## config.mk

```make
export PLATFORM = sky130hd
export DESIGN_NAME = bmac_acc
export DESIGN_NICKNAME = d
export VERILOG_FILES = /design/src/rtl/bmac_pkg.sv /design/src/rtl/bmac_sat_add.sv /design/src/rtl/bmac_acc.sv
export SDC_FILE = /design/constraint.sdc
export NUM_CORES = 1
export LEC_CHECK = 0
export ABC_AREA = 1
export BUFFER_PORTS_ARGS = -buffer_cell sky130_fd_sc_hd__buf_2
export CAP_MARGIN = 20
export CORE_ASPECT_RATIO = 1.1
export CORE_UTILIZATION = 53
export CTS_CLUSTER_DIAMETER = 200
export DETAILED_ROUTE_END_ITERATION = 12
export HOLD_SLACK_MARGIN = 0.12
export PLACE_DENSITY = 0.78
export SETUP_SLACK_MARGIN = 0.02
export SYNTH_ARGS = -nofsm -noshare
export SYNTH_HDL_FRONTEND = slang
export SYNTH_SLANG_ARGS = --single-unit
```

## constraint.sdc

```tcl
create_clock -name clk -period 3.5 [get_ports clk]
set_clock_uncertainty 0.05 [all_clocks]
set_input_delay 0.7 -clock clk [delete_from_list [all_inputs] [get_ports clk]]
set_output_delay 0.7 -clock clk [all_outputs]
set_load 0.1 [all_outputs]
```

## src/rtl/bmac_pkg.sv

```systemverilog
// Shared definitions for the BMAC accumulator: FSM encoding, sum guard width
// and the saturation limits for the default accumulator width.
package bmac_pkg;

  typedef enum logic [1:0] {
    IDLE = 2'd0,
    ACC  = 2'd1,
    OUT  = 2'd2
  } state_t;

  // The internal sum is one bit wider than the accumulator, so an overflow
  // shows up as a disagreement between the two top bits.
  localparam int SUM_EXT = 1;

  localparam int ACC_WIDTH_DEF = 32;
  localparam logic signed [ACC_WIDTH_DEF-1:0] ACC_MAX_DEF = {1'b0, {(ACC_WIDTH_DEF-1){1'b1}}};
  localparam logic signed [ACC_WIDTH_DEF-1:0] ACC_MIN_DEF = {1'b1, {(ACC_WIDTH_DEF-1){1'b0}}};

endpackage

```

## src/rtl/bmac_sat_add.sv

```systemverilog
// Combinational saturating add of the accumulator and one sign-extended
// partial sum. Reports whether the result had to be clamped.
module bmac_sat_add
  import bmac_pkg::*;
#(
  parameter int IN_WIDTH  = 16,
  parameter int ACC_WIDTH = 32
) (
  input  logic [ACC_WIDTH-1:0] acc,
  input  logic [IN_WIDTH-1:0]  addend,
  output logic [ACC_WIDTH-1:0] sum,
  output logic                 ovf
);

  localparam int SUM_W = ACC_WIDTH + SUM_EXT;
  localparam logic [ACC_WIDTH-1:0] SAT_MAX = {1'b0, {(ACC_WIDTH-1){1'b1}}};
  localparam logic [ACC_WIDTH-1:0] SAT_MIN = {1'b1, {(ACC_WIDTH-1){1'b0}}};

  logic signed [SUM_W-1:0] acc_x;
  logic signed [SUM_W-1:0] add_x;
  logic signed [SUM_W-1:0] wide;

  // Returns {clamped, value}; clamps toward the sign of the wide result.
  function automatic logic [ACC_WIDTH:0] saturate(input logic signed [SUM_W-1:0] v);
    if (v[SUM_W-1] != v[SUM_W-2]) begin
      return v[SUM_W-1] ? {1'b1, SAT_MIN} : {1'b1, SAT_MAX};
    end
    return {1'b0, v[ACC_WIDTH-1:0]};
  endfunction

  assign acc_x = {acc[ACC_WIDTH-1], acc};
  assign add_x = {{(SUM_W-IN_WIDTH){addend[IN_WIDTH-1]}}, addend};
  assign wide  = acc_x + add_x;
  assign {ovf, sum} = saturate(wide);

endmodule

```

## src/rtl/bmac_acc.sv

```systemverilog
// Frame accumulator behind the BMAC stage: sums signed partial sums beat by
// beat with saturation and emits one held result per in_last-terminated frame.
module bmac_acc
  import bmac_pkg::*;
#(
  parameter int IN_WIDTH  = 16,
  parameter int ACC_WIDTH = 32,
  parameter int CNT_WIDTH = 8
) (
  input  logic                 clk,
  input  logic                 rst_n,
  input  logic                 in_valid,
  output logic                 in_ready,
  input  logic [IN_WIDTH-1:0]  in_data,
  input  logic                 in_last,
  output logic                 out_valid,
  input  logic                 out_ready,
  output logic [ACC_WIDTH-1:0] out_data,
  output logic                 out_sat,
  output logic [CNT_WIDTH-1:0] out_beats
);

  state_t               state;
  state_t               state_nxt;
  logic [ACC_WIDTH-1:0] acc;
  logic                 sat;
  logic [CNT_WIDTH-1:0] beats;
  logic [ACC_WIDTH-1:0] sum;
  logic                 ovf;
  logic                 beat_acc;
  logic                 res_acc;

  bmac_sat_add #(
    .IN_WIDTH  (IN_WIDTH),
    .ACC_WIDTH (ACC_WIDTH)
  ) u_add (
    .acc    (acc),
    .addend (in_data),
    .sum    (sum),
    .ovf    (ovf)
  );

  assign beat_acc = in_valid & in_ready;
  assign res_acc  = out_valid & out_ready;

  // State register.
  always_ff @(posedge clk) begin
    if (!rst_n) state <= IDLE;
    else        state <= state_nxt;
  end

  // Next state and handshake outputs; in_ready decodes state only.
  always_comb begin
    state_nxt = state;
    in_ready  = 1'b0;
    out_valid = 1'b0;
    case (state)
      IDLE, ACC: begin
        in_ready = 1'b1;
        if (in_valid) state_nxt = in_last ? OUT : ACC;
      end
      OUT: begin
        out_valid = 1'b1;
        if (out_ready) state_nxt = IDLE;
      end
      default: state_nxt = IDLE;
    endcase
  end

  // Accumulator, sticky saturation flag and saturating beat counter.
  // They double as the result registers while the result is offered.
  always_ff @(posedge clk) begin
    if (!rst_n || res_acc) begin
      acc   <= '0;
      sat   <= 1'b0;
      beats <= '0;
    end else if (beat_acc) begin
      acc   <= sum;
      sat   <= sat | ovf;
      if (beats != {CNT_WIDTH{1'b1}}) beats <= beats + 1'b1;
    end
  end

  assign out_data  = acc;
  assign out_sat   = sat;
  assign out_beats = beats;

endmodule

```

# Yosys cells after proc, flatten, opt, wreduce, memory -nomap -nowiden
# Cells that the tools add are included.
[word_totals]
register_bits = 43
out_inout_bits = 43
[op_classes]
addsub = 2
eq_ne = 6
muxes = 10
n_bitwise = 3
reduce_logical = 6
[op_table]
columns = ["cell", "n"]
rows = [
  ["33-bit 2-to-1 mux", 2],
  ["32-bit by 16-bit adder with 33-bit output", 1],
  ["32-bit 2-to-1 mux", 1],
  ["8-bit by 1-bit adder with 8-bit output, second input constant", 1],
  ["8-bit != test, second input constant", 1],
  ["2-bit 2-to-1 mux", 3],
  ["2-bit != test, second input constant", 2],
  ["2-bit one-hot mux with 2 select lines", 1],
  ["2-bit AND reduction", 2],
  ["1-bit 2-to-1 mux", 3],
  ["1-bit AND", 2],
  ["2-bit by 1-bit == test with 1-bit output, second input constant", 1],
  ["2-bit == test, second input constant", 1],
  ["2-bit logical NOT", 1],
  ["2-bit OR reduction", 1],
  ["1-bit logical NOT", 1],
  ["1-bit logical OR", 1],
  ["1-bit != test", 1],
  ["1-bit bitwise OR", 1],
]

# Longest topological paths before layout
[depth]
depth_word = 5
depth_mapped = 22
depth_no_buf = 20

# By module
# From an unflattened synthesis, not the netlist that was laid out.
[unflattened]
cells_unflattened = 713
area_unflattened_um2 = 4252.8
[by_module_without_submodules]
columns = ["module", "n_inst", "cells_each", "area_per_inst_um2", "seq_area_each_um2"]
rows = [
  ["bmac_sat_add", 1, 493, 2557.5, 0.0],
  ["bmac_acc", 1, 220, 1695.4, 860.8],
]

# Least setup slack after synthesis
# OpenSTA, ideal clock, no wires.
[synth_timing]
path_type = "flip-flop to flip-flop"
from = "register acc[0] (netlist: out_data[0])"
to = "register acc[7] (netlist: out_data[7])"
setup_time_ns = 0.071
t_arrival_ns = 3.511
slack_ns = -0.132
path_stages_with_launch = 22
n_path_buf = 2
cell_sequence = "dfxtp_1 -> ha_1 -> inv_1 -> fa_1 -> inv_1 -> nand2_1 -> nand2_1 -> nand3_2 -> nand2_2 -> nand2_2 -> nand2_2 -> nand2_2 -> nand3_2 -> nand2_1 -> ha_1 -> buf_4 -> inv_1 -> clkbuf_1 -> nand3_1 -> nand2_1 -> inv_1 -> a21oi_1"
[synth_between]
elab_chain_cells = 4
word_cells_on_any_way = 6
cone_classes = "add/sub: 1; eq/ne: 1; mux: 4"
[synth_lines]
columns = ["item", "line", "text"]
rows = [
  ["start, declared", "bmac_acc.sv:25", "logic [ACC_WIDTH-1:0] acc;"],
  ["start signal, assigned", "bmac_acc.sv:78", "acc <= sum;"],
  ["32-bit by 16-bit adder with 33-bit output (*)", "bmac_sat_add.sv:33", "assign wide = acc_x + add_x;"],
  ["32-bit 2-to-1 mux / 1-bit != test (equally long branches)", "bmac_sat_add.sv:26, bmac_sat_add.sv:25", ""],
  ["33-bit 2-to-1 mux / 1-bit 2-to-1 mux (equally long branches)", "bmac_sat_add.sv:25", "if (v[SUM_W-1] != v[SUM_W-2]) begin"],
  ["33-bit 2-to-1 mux (*)", "bmac_sat_add.sv:28", "return {1'b0, v[ACC_WIDTH-1:0]};"],
]
# Mark *: on every way between the ends. The rest lies on a longest branch, timed or not. The select of a mux whose other input is x is not followed.
# A chain may end at the register's enable or synchronous reset.

# Worst setup path after layout
[layout_timing]
from = "input port in_data[15]"
to = "register acc[2] (netlist: out_data[2])"
[layout_between]
elab_chain_cells = 4
word_cells_on_any_way = 6
cone_classes = "add/sub: 1; eq/ne: 1; mux: 4"
[layout_lines]
columns = ["item", "line", "text"]
rows = [
  ["start, declared", "bmac_acc.sv:14", "input logic [IN_WIDTH-1:0] in_data,"],
  ["32-bit by 16-bit adder with 33-bit output (*)", "bmac_sat_add.sv:33", ""],
  ["32-bit 2-to-1 mux / 1-bit != test (equally long branches)", "bmac_sat_add.sv:26, bmac_sat_add.sv:25", ""],
  ["33-bit 2-to-1 mux / 1-bit 2-to-1 mux (equally long branches)", "bmac_sat_add.sv:25", ""],
  ["33-bit 2-to-1 mux (*)", "bmac_sat_add.sv:28", ""],
]
# Marked as above.

==> summary.md <==
| Metric | Value |
|---|---|
| Worst Path Buf+Inv | `5` |
| Global-route wire length before repair | `20200 um` |
| Gpl congestion | `1.02` |
| ANT cells | `0` |
| Worst Path Arrival | `3420 ps` |
| Die Y | `98.6 um` |
| Warnings from Yosys | `0` |
| Worst-path cell chain | `clkbuf_4 -> ha_1 -> nand2_1 -> nor2_1 -> nand2_1 -> nor2_1 -> nand2_1 -> nand3_2 -> nand3_1 -> nand2_1 -> xor2_1 -> inv_1 -> ha_1 -> inv_1 -> buf_4 -> nand2_1 -> o21ai_0 -> inv_1 -> a21oi_1` |
| Synthesized area | `4490 um^2` |
| Post-layout nets | `936` |
| Core ar. | `8080 um^2` |
| Top cell by count, worst path | `nand2_1` |
| Vias in the first global route | `4611` |
| Max Slew Vio Count | `0` |
| Syn nets | `850` |
| Via density | `5.00` |
| Cell Count, Final, Fillers Out | `988` |
| CTS root buffer | `clkbuf_8` |
| Hold_ws | `432 ps` |
| Worst slew margin | `52.7%` |
| Status | `finished clean` |
| Clk slew on worst S/H paths | `90 ps` |
| Placed Cells | `980` |
| Routed WL per cell | `12.1 um` |
| Post-synthesis register bit count | `43` |
| Tot Pwr | `4.10 mW` |
| Fmax | `309 MHz` |
| Worst slew pin tran | `709 ps` |
| Remaining global-route overflow | `0` |
| Main synth FF type | `dfxtp_1` |
| Synth cell types | `37` |
| CP peak stage delay | `380 ps` |
| Inserted Clock Buffers | `5` |
| Placed Area | `5100 um^2` |
| Worst hold-check path type | `reg -> reg` |
| IO buf count | `63` |
| Syn Inst Count | `793` |
| WS Path Type | `in -> reg` |
| CP startpoint kind | `input port` |
| Worst setup EP type | `flip-flop` |
| Unrepaired setup endpoints after global routing | `false` |
| Final Hold Vio Count | `0` |
| Setup TNS Final | `0 ps` |
| Max-Cap Viols | `0` |
| Worst-Skew Late Latency | `300 ps` |
| CTS sink count | `43` |
| Peak VDD IR | `443 uV` |
| Syn-to-layout area delta | `16.6%` |
| Setup Slack @ Placement | `-48.6 ps` |
| Starting density of the core | `55.6%` |
| Cell-internal power | `1.76 mW` |
| Fraction of power spent switching nets | `57.1%` |
| Std-Cell Rows | `34` |
| CP top delay family | `simple AND/OR/NAND/NOR gates` |
| EDFF count, synth | `0` |
| Routed WL | `12000 um` |
| Final worst slack | `262 ps` |
| GRT Total Usage | `27.6%` |
| Final setup viols | `0` |
| Pleak | `3.22 nW` |
| CTS HTree Levels | `2` |
| Worst-case clock buffer depth | `2` |
| HPWL Detailed | `9590 um` |
| Sw power | `2.34 mW` |
| Final ANT Viol Nets | `0` |
| Via count | `4936` |
| Final Cycle Share | `92.5%` |
| Post_cts resized | `0` |
| Mapped Avg Cell Area | `5.67 um^2` |
| Slowest-stage cell, CP | `ha_1` |
| Setup Fix Bufs, Post-CTS | `0` |
| Largest net degree at the start of global routing | `51` |
| Ys async rst share | `0%` |
| Initial DRC Count | `241` |
| Seq/Total Area, Yosys | `19.2%` |
| Pre-Repair DR Iteration Count | `5` |
| Sequential share of power | `16.6%` |
| Pwr/cell area | `782 nW/um^2` |
| # IOs | `64` |
| Initial antenna violation count | `0` |
| Cts hold-fix bufs | `0` |
| Design area | `5240 um^2` |
| CTS tree | `done` |
| Required time of the critical path | `3680 ps` |
| Post-layout util | `64.8%` |
| Die W | `89.8 um` |
| Crit-path max FO | `16` |
| Ratio of cells with drive above 1 in the final layout | `18.4%` |
| Final min period | `3240 ps` |
| Residual DRC | `0` |
| Die Area | `8850 um^2` |
| Clock power frac | `11.6%` |
| Power share of the combinational group | `71.7%` |
[cell usage in the layout, fill, tap and decap left out, types with 2 or more instances in the layout]
master       n
nand2_1    266
inv_1      163
nor2_1      78
buf_2       62
nand3_1     42
a21oi_1     39
o21ai_0     36
ha_1        35
buf_4       30
dfxtp_1     28
nand3_2     16
dfxtp_2     15
nand2_2     12
a21oi_2      8
nand3b_1     6
nor3_1       5
clkbuf_8     5
xnor2_1      4
inv_2        3
nor2_2       3
and2_1       2
a21o_1       2
nand4_1      2
or2_2        2
bufinv_16    2
[worst register-to-register path: stages, from the launching register on]
cell and delay [ps]:
dfxtp_2 340, ha_1 310, nand2_1 100, nor2_2 200, inv_1 70, o21bai_1 220
nand2_1 140, nand3_2 90, nand3_1 60, nand2_1 80, xor2_1 200, inv_1 70
ha_1 310, inv_1 180, buf_4 160, nand2_1 40, o21ai_0 140, inv_1 60
a21oi_1 130
[cells by family after synthesis]
group	Yosys count	share of synthesized area (%)
and+or+nand+nor	438	42.4
buffers and inverters	181	16.2
AOI/OAI and AO/OA	90	11.1
adders and majority gates	36	10.2
xor gates and xnor gates	5	0.975
DFF	43	19.2
[power by group through the flow]
stage               sequential [mW]  clock, mW  combinational (mW)
floorplan                      1.40          0                1.56
global placement              0.687          0                2.87
detailed placement            0.693          0                2.91
CTS                           0.682      0.492                2.92
global route                  0.697      0.504                3.19
finish                        0.682      0.477                2.94
[cells in the mapped netlist (2+ instances only)]
cell | number | share of area (%)
nand4_1 | 2 | 0.28
dfxtp_1 | 43 | 19
nand2_2 | 12 | 1.7
nand3_2 | 16 | 3.6
inv_1 | 163 | 14
xnor2_1 | 4 | 0.78
nand2_1 | 266 | 22
nand3b_1 | 6 | 1.0
ha_1 | 35 | 9.7
nor2_1 | 78 | 6.5
or2_2 | 2 | 0.28
buf_4 | 2 | 0.33
buf_12 | 2 | 0.89
and2_1 | 2 | 0.28
a21oi_1 | 39 | 4.3
o21ai_0 | 36 | 4.0
inv_2 | 2 | 0.17
a21oi_2 | 8 | 1.6
clkbuf_1 | 9 | 0.75
nand3_1 | 42 | 4.7
a21o_1 | 2 | 0.33
nor3_1 | 5 | 0.56
nor2_2 | 3 | 0.42
[cell type report]
cell class	count	area (um^2)
Fill cell	802	2850
Timing Repair Buffer	94	563
Clock buffer	6	72.6
Tap cell	108	135
Multi-Input combinational cell	569	2900
Clock inverter	2	60.1
Inverter	166	623
Sequential cell	43	880
[layer usage]
metal / GRT usage (%) / vias up / share of wire [%]
met5: 0 / - / 0
met1: 33.5 / 2196 / 44
li1: - / 2590 / -
met2: 49.9 / 121 / 49
met4: 10.5 / 0 / 2.8
met3: 3.16 / 29 / 4.5
[flip-flops by register name (all words and copies together) (netlist names)]
signal,count
out_data,32
out_beats,8
state,2
out_sat,1
[final timing paths]
path	cells after the start	endpoint	startpoint	slack (ps)
hold reg to reg	2	out_beats[5]	out_beats[5]	430
setup reg to reg	18	out_data[2]	out_data[14]	470
setup / recovery	19	out_data[2]	in_data[15]	260
hold / removal	2	out_beats[5]	out_beats[5]	430
Note: power is estimated with default switching activity, not from simulation.
